`config.mk`:
```
export PLATFORM = sky130hd
export DESIGN_NAME = pal_display_timing
export DESIGN_NICKNAME = d
export VERILOG_FILES = /design/src/rtl/pal_timing_pkg.sv /design/src/rtl/pal_sync_counter.sv /design/src/rtl/pal_display_timing.sv
export SDC_FILE = /design/constraint.sdc
export NUM_CORES = 1
export LEC_CHECK = 0
export ABC_CLOCK_PERIOD_IN_PS = 2700
export CORE_MARGIN = 2
export CORE_UTILIZATION = 57
export CTS_BUF_LIST = sky130_fd_sc_hd__clkbuf_4
export CTS_CLUSTER_DIAMETER = 80
export DETAILED_ROUTE_END_ITERATION = 10
export PLACE_DENSITY = 0.82
export SYNTH_ARGS = -nofsm -noshare
export SYNTH_HDL_FRONTEND = slang
export SYNTH_SLANG_ARGS = --single-unit
export TNS_END_PERCENT = 5
```
`constraint.sdc`:
```
create_clock -name clk -period 2.7 [get_ports clk]
set_input_delay 0.405 -clock clk [delete_from_list [all_inputs] [get_ports clk]]
set_output_delay 0.405 -clock clk [all_outputs]
set_load 0.02 [all_outputs]
```
`src/rtl/pal_timing_pkg.sv`:
```
// PAL-D display timing defaults and counter types shared by the display controller.
package pal_timing_pkg;

   localparam int HW = 10;
   localparam int LW = 9;

   localparam int PAL_H_TOTAL  = 864;
   localparam int PAL_H_SYNC   = 64;
   localparam int PAL_H_ACT    = 144;
   localparam int PAL_LINES_F0 = 312;
   localparam int PAL_LINES_F1 = 313;
   localparam int PAL_V_SYNC   = 3;
   localparam int PAL_V_ACT    = 23;

   localparam logic [7:0] PAL_BLANK_LVL = 8'h10;

   typedef struct packed {
      logic [HW-1:0] h;
      logic [LW-1:0] l;
      logic          field;
   } pal_cnt_t;

endpackage

```
`src/rtl/pal_sync_counter.sv`:
```
// Pixel/line/field counters for the interlaced 312/313-line PAL raster.
module pal_sync_counter
   import pal_timing_pkg::*;
#(
   parameter int H_TOTAL = PAL_H_TOTAL
) (
   input  logic     clk,
   input  logic     rst,
   output pal_cnt_t cnt_nxt_o
);

   localparam logic [HW-1:0] H_LAST  = HW'(H_TOTAL - 1);
   localparam logic [LW-1:0] L0_LAST = LW'(PAL_LINES_F0 - 1);
   localparam logic [LW-1:0] L1_LAST = LW'(PAL_LINES_F1 - 1);

   pal_cnt_t cnt_q, cnt_d;
   logic     h_wrap, l_wrap;

   always_comb begin
      cnt_d   = cnt_q;
      h_wrap  = (cnt_q.h == H_LAST);
      l_wrap  = (cnt_q.l == (cnt_q.field ? L1_LAST : L0_LAST));
      cnt_d.h = h_wrap ? '0 : cnt_q.h + 1'b1;
      if (h_wrap) begin
         cnt_d.l = l_wrap ? '0 : cnt_q.l + 1'b1;
         if (l_wrap) cnt_d.field = ~cnt_q.field;
      end
   end

   always_ff @(posedge clk) begin
      if (rst) cnt_q <= '0;
      else     cnt_q <= cnt_d;
   end

   // Next-state view lets the caller register decodes aligned with the count.
   assign cnt_nxt_o = cnt_d;

endmodule

```
`src/rtl/pal_display_timing.sv`:
```
// Display-side PAL-D controller: buffer fetch control, read-latency alignment and blanked video out.
module pal_display_timing
   import pal_timing_pkg::*;
#(
   parameter int         IW        = 640,
   parameter int         IH        = 512,
   parameter int         H_TOTAL   = PAL_H_TOTAL,
   parameter int         H_SYNC    = PAL_H_SYNC,
   parameter int         H_ACT     = PAL_H_ACT,
   parameter int         V_SYNC    = PAL_V_SYNC,
   parameter int         V_ACT     = PAL_V_ACT,
   parameter int         RD_LAT    = 3,
   parameter logic [7:0] BLANK_LVL = PAL_BLANK_LVL
) (
   input  logic       clk,
   input  logic       rst,
   input  logic [7:0] pix_in,
   input  logic       pix_in_valid,
   output logic       fetch_req,
   output logic       vsync_dis,
   output logic       odd_even,
   output logic       hsync_n,
   output logic       vsync_n,
   output logic       csync_n,
   output logic       blank_n,
   output logic [7:0] video_out,
   output logic       align_err
);

   localparam logic [HW-1:0] FR_LO  = HW'(H_ACT - RD_LAT);
   localparam logic [HW-1:0] FR_HI  = HW'(H_ACT - RD_LAT + IW);
   localparam logic [HW-1:0] HS_END = HW'(H_SYNC);
   localparam logic [LW-1:0] VA_LO  = LW'(V_ACT);
   localparam logic [LW-1:0] VA_HI  = LW'(V_ACT + IH/2);
   localparam logic [LW-1:0] VS_END = LW'(V_SYNC);

   pal_cnt_t cnt_nxt;

   pal_sync_counter #(.H_TOTAL(H_TOTAL)) u_cnt (
      .clk       (clk),
      .rst       (rst),
      .cnt_nxt_o (cnt_nxt)
   );

   logic              fetch_d, hs_raw, vs_raw, exp_v;
   logic [RD_LAT:0]   vld_pipe_q;
   logic [RD_LAT+1:0] hs_pipe_q, vs_pipe_q;
   logic              vsync_dis_q, odd_even_q, blank_q, align_q;
   logic [7:0]        video_q;

   // Decoding the next count makes every registered strobe line up with the live count.
   always_comb begin
      fetch_d = (cnt_nxt.l >= VA_LO) && (cnt_nxt.l < VA_HI) &&
                (cnt_nxt.h >= FR_LO) && (cnt_nxt.h < FR_HI);
      hs_raw  = ~(cnt_nxt.h < HS_END);
      vs_raw  = ~(cnt_nxt.l < VS_END);
   end

   assign exp_v = vld_pipe_q[RD_LAT];

   always_ff @(posedge clk) begin
      if (rst) begin
         vld_pipe_q  <= '0;
         // Stage 0 already reflects count 0 (inside both syncs); delayed stages idle high.
         hs_pipe_q   <= {{(RD_LAT+1){1'b1}}, 1'b0};
         vs_pipe_q   <= {{(RD_LAT+1){1'b1}}, 1'b0};
         vsync_dis_q <= 1'b1;
         odd_even_q  <= 1'b0;
         blank_q     <= 1'b0;
         video_q     <= BLANK_LVL;
         align_q     <= 1'b0;
      end else begin
         vld_pipe_q  <= {vld_pipe_q[RD_LAT-1:0], fetch_d};
         hs_pipe_q   <= {hs_pipe_q[RD_LAT:0], hs_raw};
         vs_pipe_q   <= {vs_pipe_q[RD_LAT:0], vs_raw};
         vsync_dis_q <= (cnt_nxt.l == '0);
         odd_even_q  <= cnt_nxt.field;
         blank_q     <= exp_v;
         video_q     <= exp_v ? pix_in : BLANK_LVL;
         align_q     <= align_q | (pix_in_valid != exp_v);
      end
   end

   assign fetch_req = vld_pipe_q[0];
   assign vsync_dis = vsync_dis_q;
   assign odd_even  = odd_even_q;
   assign hsync_n   = hs_pipe_q[RD_LAT+1];
   assign vsync_n   = vs_pipe_q[RD_LAT+1];
   assign csync_n   = hs_pipe_q[RD_LAT+1] & vs_pipe_q[RD_LAT+1];
   assign blank_n   = blank_q;
   assign video_out = video_q;
   assign align_err = align_q;

endmodule

```
## Yosys cells after proc, flatten, opt, wreduce, memory -nomap -nowiden

Cells that the tools add are included.

- Register bits: 45
- Input port bits: 11
- Output and inout bits: 16

- Add/sub/neg operators: 2
- Order comparisons: 6
- Eq/ne operators: 3
- Muxes and demuxes: 5
- Bitwise logic cells: 6
- Reduce and logical (&&, ||, !) cells: 6

Operators by type and width:

| cell | count |
|---|---|
| 10-bit 2-to-1 mux | 2 |
| 10-bit by 1-bit adder with 10-bit output (second input constant) | 1 |
| 10-bit == test (second input constant) | 1 |
| 10-bit by 8-bit >= comparator with 1-bit output (second input constant) | 1 |
| 10-bit < comparator (second input constant) | 1 |
| 10-bit by 7-bit < comparator with 1-bit output (second input constant) | 1 |
| 9-bit by 1-bit adder with 9-bit output (second input constant) | 1 |
| 9-bit == test | 1 |
| 9-bit by 5-bit >= comparator with 1-bit output (second input constant) | 1 |
| 9-bit zero test | 1 |
| 9-bit by 2-bit < comparator with 1-bit output (second input constant) | 1 |
| 9-bit < comparator (second input constant) | 1 |
| 9-bit 2-to-1 mux | 1 |
| 4-bit 2-to-1 mux | 1 |
| 1-bit inverter | 4 |
| 1-bit logical AND | 3 |
| 2-bit AND reduction | 1 |
| 2-bit OR reduction | 1 |
| 1-bit AND | 1 |
| 1-bit 2-to-1 mux | 1 |
| 1-bit != test | 1 |
| 1-bit OR | 1 |

## Longest topological paths before layout

Gate-level depths: netlist of run 1.

- Word-level depth: 8
- Depth in mapped cells: 10

## Modules after synthesis

Synthesis of run 1 repeated with hierarchy kept, for this count alone.

- Cell total of the unflattened synthesis: 208
- Area, all modules: 1893.1 um^2

Modules (own cells, without submodules):

| module | instances | cells an instance | area an instance (um^2) | sequential area each (um^2) |
|---|---|---|---|---|
| pal_sync_counter | 1 | 137 | 1092.3 | 400.4 |
| pal_display_timing | 1 | 71 | 800.8 | 520.5 |

## Worst setup path before layout of run 1

OpenSTA, ideal clock, no wires.

- Path kind: reg2reg
- Start: register u_cnt.cnt_q[10] (netlist name)
- End: register vsync_dis_q, in the netlist vsync_dis
- Data arrival time: 2046 ps
- Setup slack: 539 ps
- Stages on the path, launching flop included: 10
- Period minus slack after synthesis: 2161 ps
- Cells stage by stage: dfxtp_1 ha_1 and4_1 buf_6 nand3_4 or4_4 a21oi_2 or2_4 nor3_2 a31o_1

- Longest elaborated chain between the ends: 3

RTL lines:

| element | RTL line | source |
|---|---|---|
| start: declaration | pal_sync_counter.sv:16 | `pal_cnt_t cnt_q, cnt_d;` |
| start signal: assignment | pal_sync_counter.sv:32 | `else cnt_q <= cnt_d;` |
| 10-bit == test | pal_sync_counter.sv:21 | `h_wrap = (cnt_q.h == H_LAST);` |
| 10-bit 2-to-1 mux | pal_sync_counter.sv:24 | `if (h_wrap) begin` |
| 9-bit zero test | pal_display_timing.sv:76 | `vsync_dis_q <= (cnt_nxt.l == '0);` |
| end signal: assignment | pal_display_timing.sv:76 |  |
| end: declaration | pal_display_timing.sv:48 | `logic vsync_dis_q, odd_even_q, blank_q, align_q;` |

Every way passes these cells.
A chain may end at the register's enable or synchronous reset.

## Final worst setup path of run 1

- Start: register u_cnt.cnt_q[10] (netlist name)
- End: register vld_pipe_q[0]

- Longest elaborated chain between the ends: 6
- Elaborated cells on any way between the ends: 11
- Those cells by class: add/sub (1); order compare (4); eq/ne (1); mux (2); reduce/logical (3)

RTL lines:

| element | RTL line | source |
|---|---|---|
| branches (longest 5 deep; another with 10-bit by 1-bit adder with 10-bit output) | n/a |  |
| 1-bit logical AND * | pal_display_timing.sv:54 | `(cnt_nxt.h >= FR_LO) && (cnt_nxt.h < FR_HI);` |
| end signal: assignment | pal_display_timing.sv:73 | `vld_pipe_q <= {vld_pipe_q[RD_LAT-1:0], fetch_d};` |
| end: declaration | pal_display_timing.sv:46 | `logic [RD_LAT:0] vld_pipe_q;` |

Every way passes the cells marked *.

==> results of run 1 <==
## logic make-up (layout without fill, tap and decap cells)
family / after synthesis / after routing / synth area share [%]
AND/OR/NAND/NOR: 104 / 104 / 30.0
multiplexers: 2 / 2 / 0.967
XOR/XNOR: 13 / 13 / 5.50
adder cells (fa/ha/maj): 3 / 3 / 1.81
AO/OA/AOI/OAI: 41 / 41 / 13.2
flip-flops: 45 / 45 / 43.5
buffers and inverters: 20 / 44 / 5.02
## per-layer routing
metal,GRT usage [%],routed length (µm)
met1,26.0,1870
met2,34.4,1770
met3,5.99,208
met4,10.4,75
met5,0,0
## state kept, by name (all words and copies together) (netlist names)
name and cells:
blank_n 1, vld_pipe_q 4, vs_pipe_q 5, u_cnt.cnt_q 20, video_out 8, hs_pipe_q 5, vsync_dis 1, align_err 1
## worst paths after layout
| check | endpoint | cells past startpoint | slack, ns | from |
|---|---|---|---|---|
| worst max register to register | vld_pipe_q[0] | 8 | 0.24 | u_cnt.cnt_q[10] |
| worst max-delay path | vld_pipe_q[0] | 8 | 0.24 | u_cnt.cnt_q[10] |
| worst min-delay path | hs_pipe_q[1] | 1 | 0.42 | hs_pipe_q[0] |
| worst min register to register | hs_pipe_q[1] | 1 | 0.42 | hs_pipe_q[0] |
## layout make-up
class	instances	area share, %
flip-flops and latches	45	37.2
multi-input cells	163	44.4
inverters	7	1.09
clock inverters	3	1.71
repair buffers	29	11.7
well taps	46	2.38
clock buffers	5	1.55
## synthesized netlist by cell type, types with 3 or more instances
library cell / n
xor2_1: 5
o21ai_0: 9
nor4_1: 3
and2_1: 9
nand2_1: 16
nor2b_1: 7
nor3_1: 7
nor2_1: 18
and3_1: 3
nand2b_1: 3
buf_4: 3
xnor2_1: 8
nand4_1: 4
a21oi_1: 11
or2_2: 10
ha_1: 3
clkbuf_1: 6
dfxtp_1: 45
inv_1: 7
nand3_1: 9
## through the flow
| stage | setup slack, ns | util [%] |
|---|---|---|
| floorplan | 0.539 | - |
| global placement | 0.271 | 68.3 |
| detailed placement | 0.176 | 68.3 |
| CTS | 0.153 | 70.6 |
| global route | 0.0534 | 70.9 |
| finish | 0.242 | 70.9 |
## power breakdown
part | internal [µW] | leakage [µW] | switching (µW)
Sequential | 674 | 0.000365 | 6.36
Clock | 192 | 0.0000389 | 211
Combinational | 27.7 | 0.000447 | 20.3
==> metrics.md, run 1 <==
| Metric | Value |
|---|---|
| Status | complete, no violations |
| Post-Syn Area per Cell | 9.08 µm² |
| Initial Utilization | 60.6% |
| Fin. Hold Viols | 0 |
| Number of global-route vias before repair | 1,608 |
| Max rail drop VDD | 329 µV |
| WP data required | 2.98 ns |
| WHS | 0.421 ns |
| Crit path DAT | 2.74 ns |
| DRC viols | 0 |
| Syn-to-layout area delta | 16.9% |
| Synth Flop Type | dfxtp_1 |
| # clock sinks | 45 |
| Initial antenna violation count | 0 |
| Iter 0 DRT Violations | 78 |
| Power per cell area | 467 nW/µm² |
| Critical-path top delay cell | or4_4 |
| Commonest non-fill, non-tap cell in the layout | dfxtp_1 |
| Pwr Total | 1130 µW |
| Final Wtd Congestion | 0.877 |
| CTS resizes | 0 |
| Maximum clock rate | 407 MHz |
| Global Route Usage Sum | 21.3% |
| Non-filler cells, final | 298 |
| Die Width | 64.3 µm |
| NumNets Final | 265 |
| Final wirelength | 3920 µm |
| Clock Path Buffers | 2 |
| Top Ports | 27 |
| CTS tree | built |
| Final min period | 2.46 ns |
| WS Path Type | flop to flop |
| P_leak | 0.000851 µW |
| Post-synth ARST share | 0% |
| Worst path bufs/invs | 0 |
| Syn nets | 242 |
| Most frequent cells in the layout | 45 x dfxtp_1, 26 x clkdlybuf4s50_1, 18 x nor2_1, 16 x nand2_1, 11 x a21oi_1 |
| Ys Warns | 0 |
| Crit-path max FO | 14 |
| Via count | 1,652 |
| Post-DP Area | 2330 µm² |
| Slew @ Worst Pin | 0.473 ns |
| Final period util | 91.0% |
| Die height | 64.3 µm |
| Mapped Cells | 228 |
| Cells along the critical path | ha_2 -> and4_2 -> nand3_4 -> or4_4 -> a21oi_2 -> or2_4 -> nor2_1 -> nor4_2 |
| Cell taking the most area after synthesis | dfxtp_1 |
| Post-Syn Area | 2070 µm² |
| Slowest cell delay on critical path | 0.58 ns |
| CORE AREA | 3420 µm² |
| Pin count of the biggest net entering global routing | 33 |
| First-pass GRT wire length | 6850 µm |
| Post-CTS Setup Bufs | 0 |
| Post-synth EDFFs | 0 |
| Synth Register Bits | 45 |
| Max-slew violations | 0 |
| Row Count | 21 |
| Design area | 2420 µm² |
| Fraction of layout cells with a size suffix above 1 | 14.7% |
| CP endpoint kind | flop |
| RSZ-0062 raised after global routing | no |
| Clock Pin Slew Worst Setup and Hold Paths | 0.13 ns |
| Synth area leaders | dfxtp_1 44%, xnor2_1 3.4%, nor2_1 3.3% |
| CTS HTree Levels | 2 |
| Clk Latency, worst-skew pair | 0.35 ns |
| Drt first pass iters | 4 |
| Routed Antenna Nets | 0 |
| Multi-input gate area | 1070 µm² |
| Root Driver | clkbuf_4 |
| CP Launch Type | flop |
| Grt ovf | 0 |
| Number of port buffers | 26 |
| Sequential element share of the synthesized area | 43.5% |
| Yosys top cell area share | 43.5% |
| Worst rel slew slack | 68.4% |
| FF/Latch Area | 901 µm² |
| Setup TNS | 0 ns |
| Avg Vias per Cell | 5.54 |
| Number of fill cells | 288 |
| CTS Hold Bufs | 0 |
| Die area | 4130 µm² |
| Dpl hpwl | 2740 µm |
| Placed cells | 290 |
| Yosys cell types | 54 |
| Routed WL per cell | 13.1 µm |
| Final Setup Violations | 0 |
| Hold WC Path Type | flop to flop |
| Maxcap violations | 0 |
| CP delay by family, top | simple AND/OR/NAND/NOR gates |
| Clock Skew | 0.00902 ns |
| CTS Buf Count | 5 |
| Antenna diode count | 0 |
No activity file was read; power rests on OpenSTA's default activity.
==> run 2: changes to the inputs <==
--- a/config.mk
+++ b/config.mk
@@ -6,11 +6,13 @@
 export NUM_CORES = 1
 export LEC_CHECK = 0
 export ABC_CLOCK_PERIOD_IN_PS = 2700
+export CORE_ASPECT_RATIO = 0.7
 export CORE_MARGIN = 2
 export CORE_UTILIZATION = 57
 export CTS_BUF_LIST = sky130_fd_sc_hd__clkbuf_4
 export CTS_CLUSTER_DIAMETER = 80
 export DETAILED_ROUTE_END_ITERATION = 10
+export GPL_TIMING_DRIVEN = 0
 export PLACE_DENSITY = 0.82
 export SYNTH_ARGS = -nofsm -noshare
 export SYNTH_HDL_FRONTEND = slang
==> run 2 against run 1 <==
  * First-iteration DRC count is 130% higher
  * Maximum frequency is 2.6% lower
  * Global-route usage is 0.64 points higher
  * Critical path type unchanged
  * Non-clock buffer count is 9 higher
  * Critical endpoint is now vs_pipe_q[0]
  * Combinational power is 3% higher
  * Register-to-register slack worse by 0.07 ns
  * Largest power group unchanged
==> metrics.md, run 2 (same netlist as run 1, synthesis figures left out) <==
| Metric | Value |
|---|---|
| Worst path bufs/invs | 1 (+1) |
| Grt ovf | 0 (unchanged) |
| Final Wtd Congestion | 0.850 (-3.0%) |
| CORE AREA | 3490 µm² (+2.2%) |
| CTS resizes | 0 (unchanged) |
| Slowest cell delay on critical path | 0.43 ns (-0.15 ns) |
| CTS HTree Levels | 2 (unchanged) |
| Slew @ Worst Pin | 0.518 ns (+0.0454 ns) |
| WP data required | 2.94 ns (-0.04 ns) |
| DP Worst Slack | 0.197 ns (+0.0206 ns) |
| Final period util | 93.5% (+2.5 points) |
| Status | complete, no violations |
| Root Driver | clkbuf_4 |
| Critical-path top delay cell | dfxtp_1 |
| Hold WC Path Type | flop to flop |
| Max-slew violations | 0 (unchanged) |
| Worst rel slew slack | 65.5% (-3.0 points) |
| CP Launch Type | flop |
| Setup TNS | 0 ns (unchanged) |
| First-pass GRT wire length | 6950 µm (+1.4%) |
| CP endpoint kind | flop |
| Cells along the critical path | ha_1 -> nand4_1 -> nor3_4 -> and3_1 -> buf_4 -> a311oi_1 -> or2_4 -> nor3_2 -> a21oi_1 |
| CP delay by family, top | simple AND/OR/NAND/NOR gates |
| Fin. Hold Viols | 0 (unchanged) |
| # clock sinks | 45 (unchanged) |
| Dpl hpwl | 3150 µm (+15%) |
| NumNets Final | 274 (+3.4%) |
| Hold Path Origin | hs_pipe_q[0] |
| Syn-to-layout area delta | 17.9% |
| CTS Hold Bufs | 0 (unchanged) |
| Die Width | 76.0 µm (+18%) |
| Antenna diode count | 0 (unchanged) |
| Clk Latency, worst-skew pair | 0.36 ns (about the same) |
| Final Setup Violations | 0 (unchanged) |
| Row Count | 18 (-14%) |
| Depth of the worst register-to-register path | 9 (+1) |
| Maximum clock rate | 396 MHz (-2.6%) |
| Hold EP | hs_pipe_q[1] |
| Clock Path Buffers | 2 (unchanged) |
| Hold Path Depth | 1 (unchanged) |
| P_leak | 0.000873 µW (+2.6%) |
| Worst reg-to-reg setup slack | 0.18 ns (-0.07 ns) |
| Die height | 54.4 µm (-15%) |
| Initial antenna violation count | 0 (unchanged) |
| Most frequent cells in the layout | 45 x dfxtp_1, 25 x clkdlybuf4s50_1, 18 x nor2_1, 16 x nand2_1, 11 x a21oi_1 |
| Final min period | 2.52 ns (+0.0664 ns) |
| Non-filler cells, final | 311 (+4.4%) |
| Pin count of the biggest net entering global routing | 16 (-52%) |
| Final wirelength | 4290 µm (+9.5%) |
| Post-CTS Setup Bufs | 0 (unchanged) |
| DRC viols | 0 (unchanged) |
| Initial Utilization | 59.3% (-1.3 points) |
| WHS | 0.423 ns (+0.00166 ns) |
| Max reg flops | 20 (unchanged) |
| Max rail drop VDD | 249 µV (-24%) |
| Via count | 1,722 (+4.2%) |
| Power per cell area | 433 nW/µm² (-7.4%) |
| Global Route Usage Sum | 21.9% (+0.64 points) |
| Routed WL per cell | 13.8 µm (+5.0%) |
| Die area | 4140 µm² (+0.18%) |
| Maxcap violations | 0 (unchanged) |
| Crit-path max FO | 8 (-6) |
| Drt first pass iters | 4 (unchanged) |
| Fraction of layout cells with a size suffix above 1 | 14.9% (+0.26 points) |
| Reg2reg start | u_cnt.cnt_q[10] |
| RR Endpoint | vs_pipe_q[0] |
| Number of port buffers | 25 (-3.8%) |
| Clock Skew | 0.0139 ns (+0.00487 ns) |
| Crit path DAT | 2.77 ns (+0.03 ns) |
| Top Ports | 27 (unchanged) |
| WS Path Type | flop to flop |
| Final worst-path setup slack | 0.176 ns (-0.0664 ns) |
| Number of global-route vias before repair | 1,505 (-6.4%) |
| Avg Vias per Cell | 5.54 (-0.12%) |
| CTS tree | built |
| Clock Pin Slew Worst Setup and Hold Paths | 0.14 ns (about the same) |
| Commonest non-fill, non-tap cell in the layout | dfxtp_1 |
| Placed cells | 303 (+4.5%) |
| Largest Register | u_cnt.cnt_q |
| Iter 0 DRT Violations | 178 (+130%) |
| RSZ-0062 raised after global routing | no |
| Routed Antenna Nets | 0 (unchanged) |
| Final core occ | 70.0% (-0.91 points) |
| CTS Buf Count | 5 (unchanged) |
[run 2: where the power goes]
group          switching [µW]  total, µW  internal (µW)
Clock                     224        327            103
Combinational            23.0       49.6           26.6
Sequential               6.21        680            674
[run 2: cell type report]
cell class	count	area [µm²]
multi-input cells	163	1070
fillers	302	1050
flip-flops and latches	45	901
repair buffers	25	250
plain buffers	13	77.6
well taps	50	62.6
clock buffers	5	37.5
inverters	7	26.3
clock inverters	3	21.3
[run 2: metal layers]
layer	global-route usage, %	wire length [µm]
met4	9.09	32
met1	28.8	1970
met3	5.78	383
met2	35.3	1910
met5	0	0
[run 2: through the flow]
stage	total power (µW)	cell area (µm²)
5_1_grt	1110	2440
6_report	1060	2440
4_1_cts	1070	2440
3_5_place_dp	745	2380
3_3_place_gp	743	2380
2_1_floorplan	718	2070
[run 2: how the worst max path moves through the flow]
| stage | start | to | slack (ns) | cells past startpoint |
|---|---|---|---|---|
| after global placement | u_cnt.cnt_q[10] | vs_pipe_q[0] | 0.23 | 9 |
| after floorplan | u_cnt.cnt_q[10] | vsync_dis | 0.54 | 9 |
| after CTS | u_cnt.cnt_q[10] | vs_pipe_q[0] | 0.18 | 9 |
| after detailed placement | u_cnt.cnt_q[10] | vs_pipe_q[0] | 0.20 | 9 |
| after global routing | u_cnt.cnt_q[10] | vs_pipe_q[0] | 0.005 | 9 |
| final | u_cnt.cnt_q[10] | vs_pipe_q[0] | 0.18 | 9 |
==> run 3: changes to the inputs <==
--- a/config.mk
+++ b/config.mk
@@ -5,16 +5,16 @@
 export SDC_FILE = /design/constraint.sdc
 export NUM_CORES = 1
 export LEC_CHECK = 0
-export ABC_CLOCK_PERIOD_IN_PS = 2700
 export CORE_ASPECT_RATIO = 0.7
 export CORE_MARGIN = 2
-export CORE_UTILIZATION = 57
+export CORE_UTILIZATION = 55
 export CTS_BUF_LIST = sky130_fd_sc_hd__clkbuf_4
 export CTS_CLUSTER_DIAMETER = 80
 export DETAILED_ROUTE_END_ITERATION = 10
 export GPL_TIMING_DRIVEN = 0
-export PLACE_DENSITY = 0.82
+export PLACE_DENSITY = 0.8
 export SYNTH_ARGS = -nofsm -noshare
 export SYNTH_HDL_FRONTEND = slang
+export SYNTH_HIERARCHICAL = 1
 export SYNTH_SLANG_ARGS = --single-unit
 export TNS_END_PERCENT = 5
==> run 3 against run 2 <==
  * Register-to-register slack improved by 0.04 ns
  * Combinational power increased to 2.5 times the previous value
  * Synthesized cell count decreased by 8.8%
  * Hold slack improved by 0.0044 ns
  * Synthesized area decreased by 8.6%
  * Sequential cell count increased by 1
  * Critical path type unchanged
  * First-iteration DRC count decreased by 27%
  * Wire length decreased by 6.9%
==> metrics.md, run 3 <==
| Metric | Value |
|---|---|
| Status | complete, no violations |
| Antenna diode count | 0 (unchanged) |
| Most frequent cells in the layout | 46 x dfxtp_1, 26 x clkdlybuf4s50_1, 22 x nand2_1, 17 x nand3_1, 11 x nor2_1 |
| Commonest non-fill, non-tap cell in the layout | dfxtp_1 |
| Routed Antenna Nets | 0 (unchanged) |
| Synth area leaders | dfxtp_1 49%, nand3_1 4.5%, nand2_1 4.4% |
| Crit-path max FO | 10 (+2) |
| Top Ports | 27 (unchanged) |
| Syn-to-layout area delta | 21.9% |
| P_leak | 0.000896 µW (+2.6%) |
| CP Launch Type | flop |
| Post-DP Area | 2210 µm² (-7.2%) |
| Sequential element share of the synthesized area | 48.6% (+5.1 points) |
| Post-Syn Area per Cell | 9.10 µm² (+0.21%) |
| Post-CTS Setup Bufs | 0 (unchanged) |
| Fraction of layout cells with a size suffix above 1 | 11.6% (-3.4 points) |
| Dpl hpwl | 2810 µm (-11%) |
| CTS Hold Bufs | 0 (unchanged) |
| Row Count | 17 (-1) |
| Final worst-path setup slack | 0.216 ns (+0.0404 ns) |
| Critical path endpoint | vld_pipe_q[0] |
| Number of global-route vias before repair | 1,424 (-5.4%) |
| Syn nets | 221 (-8.7%) |
| NumNets Final | 254 (-7.3%) |
| Post-synth EDFFs | 0 (unchanged) |
| Hold WC Path Type | flop to flop |
| CTS Buf Count | 5 (unchanged) |
| Routed WL per cell | 13.8 µm (+0.21%) |
| Final min period | 2.48 ns (-0.0404 ns) |
| # clock sinks | 46 (+2.2%) |
| Clock Pin Slew Worst Setup and Hold Paths | 0.13 ns (about the same) |
| Number of fill cells | 225 (-25%) |
| Drt first pass iters | 4 (unchanged) |
| Final period util | 92.0% (-1.5 points) |
| Largest Register | u_cnt/cnt_q |
| Avg Vias per Cell | 5.58 (+0.86%) |
| Max-slew violations | 0 (unchanged) |
| RSZ-0062 raised after global routing | no |
| Commonest cells in the netlist | 46 x dfxtp_1, 22 x nand2_1, 17 x nand3_1, 11 x nor2_1, 10 x and2_1 |
| Depth of the worst register-to-register path | 10 (+1) |
| Reg2reg start | u_cnt/cnt_q[10] |
| Worst rel slew slack | 69.4% (+3.9 points) |
| Synth Register Bits | 46 (+2.2%) |
| Ys Warns | 6 (+6) |
| Post-Syn Area | 1890 µm² (-8.6%) |
| Final Wtd Congestion | 0.880 (+3.6%) |
| Worst Setup SP | u_cnt/cnt_q[10] |
| Die area | 3930 µm² (-4.9%) |
| Die Width | 74.1 µm (-2.5%) |
| Clock Skew | 0.00644 ns (-0.00744 ns) |
| CORE AREA | 3210 µm² (-8.0%) |
| Mapped Cells | 208 (-8.8%) |
| Post-synth ARST share | 0% (unchanged) |
| Maxcap violations | 0 (unchanged) |
| Via count | 1,614 (-6.3%) |
| Cell taking the most area after synthesis | dfxtp_1 |
| First-pass GRT wire length | 6330 µm (-8.9%) |
| Die height | 53.1 µm (-2.5%) |
| Final Setup Violations | 0 (unchanged) |
| Final wirelength | 4000 µm (-6.9%) |
| Grt ovf | 0 (unchanged) |
| WS Path Type | flop to flop |
| CTS HTree Levels | 2 (unchanged) |
| Power per cell area | 547 nW/µm² (+26%) |
| Initial antenna violation count | 0 (unchanged) |
| Fin. Hold Viols | 0 (unchanged) |
| Yosys top cell area share | 48.6% (+5.1 points) |
| Hold Path Origin | vs_pipe_q[1] |
| Max rail drop VDD | 368 µV (+48%) |
| Initial Utilization | 58.9% (-0.38 points) |
| Worst reg-to-reg setup slack | 0.22 ns (+0.04 ns) |
| Most frequent cell after synthesis | dfxtp_1 |
| Global Route Usage Sum | 22.1% (+0.17 points) |
| WP data required | 2.99 ns (+0.05 ns) |
| RR Endpoint | vld_pipe_q[0] |
| Maximum clock rate | 403 MHz (+1.6%) |
| Pin count of the biggest net entering global routing | 16 (unchanged) |
| CTS tree | built |
| Root Driver | clkbuf_4 |
| Slew @ Worst Pin | 0.459 ns (-0.0587 ns) |
| DRC viols | 0 (unchanged) |
| Clk Latency, worst-skew pair | 0.36 ns (about the same) |
| Iter 0 DRT Violations | 130 (-27%) |
| Yosys cell types | 45 (-17%) |
| CP endpoint kind | flop |
| Design area | 2310 µm² (-5.5%) |
| Number of port buffers | 26 (+4.0%) |
| DP Worst Slack | -0.0372 ns (-0.234 ns) |
| Crit path DAT | 2.77 ns (about the same) |
| Clock Path Buffers | 2 (unchanged) |
| Max reg flops | 20 (unchanged) |
| Synth Flop Type | dfxtp_1 |
## run 3: metrics by stage
step           utilization (%)  hold slack, ns  setup TNS, ns  instances  power [µW]
2_1_floorplan                -           0.389              0        208         805
3_3_place_gp              68.9           0.390        -0.0182        281         847
3_5_place_dp              68.9           0.399        -0.0372        281         851
4_1_cts                   71.6           0.430              0        289        1270
5_1_grt                   71.9           0.443              0        289        1310
6_report                  71.9           0.428              0        289        1260
## run 3: metal layers
layer	global-route usage, %	wire [µm]
met5	0	0
met4	10.3	22
met3	7.24	330
met2	33.9	1800
met1	28.1	1840
## run 3: worst min path at each step
stage / cells after the start / end / slack (ns)
floorplan: 1 / hs_pipe_q[1] / 0.39
global placement: 1 / hs_pipe_q[1] / 0.39
detailed placement: 1 / vs_pipe_q[2] / 0.40
CTS: 1 / vs_pipe_q[2] / 0.43
global route: 1 / hs_pipe_q[4] / 0.44
finish: 1 / vs_pipe_q[2] / 0.43
## run 3: what timing repair did
action                                  in CTS  in global routing
endpoints found under the setup margin       1                  1
resized for setup                            1                  5
pin swaps                                    0                  0
gates cloned                                 0                  0
## run 3: power breakdown
part / internal, µW / leakage [µW] / switching, µW
clock network: 197 / 0.0000456 / 225
logic: 60.3 / 0.000475 / 63.5
registers: 703 / 0.000375 / 14.4
total: 960 / 0.000896 / 302
## run 3: logic make-up after synthesis
logic type,Yosys count,synth area share (%)
AO/OA/AOI/OAI,27,9.32
buffers and inverters,10,2.38
XOR/XNOR,8,3.70
AND/OR/NAND/NOR,115,34.6
adder cells (fa/ha/maj),2,1.32
flip-flops,46,48.6
## run 3: critical path, stage by stage, from the launching register on
cell and delay [ns]:
dfxtp_1 0.39, ha_2 0.26, and4_1 0.27, nand3_2 0.14, clkbuf_2 0.23, a22oi_1 0.26
nand2_1 0.13, nor3_4 0.22, o21ai_2 0.09, xnor2_1 0.17, nor4_2 0.24
## run 3: final cells by class
type	count	area, µm²	area share (%)
buffer	9	42.5	1.84
clock buffer	5	37.5	1.63
clock inverter	3	43.8	1.90
inverter	1	3.75	0.163
multi-input combinational	152	941	40.8
sequential	46	921	39.9
tap	47	58.8	2.55
timing repair buffer	26	260	11.3
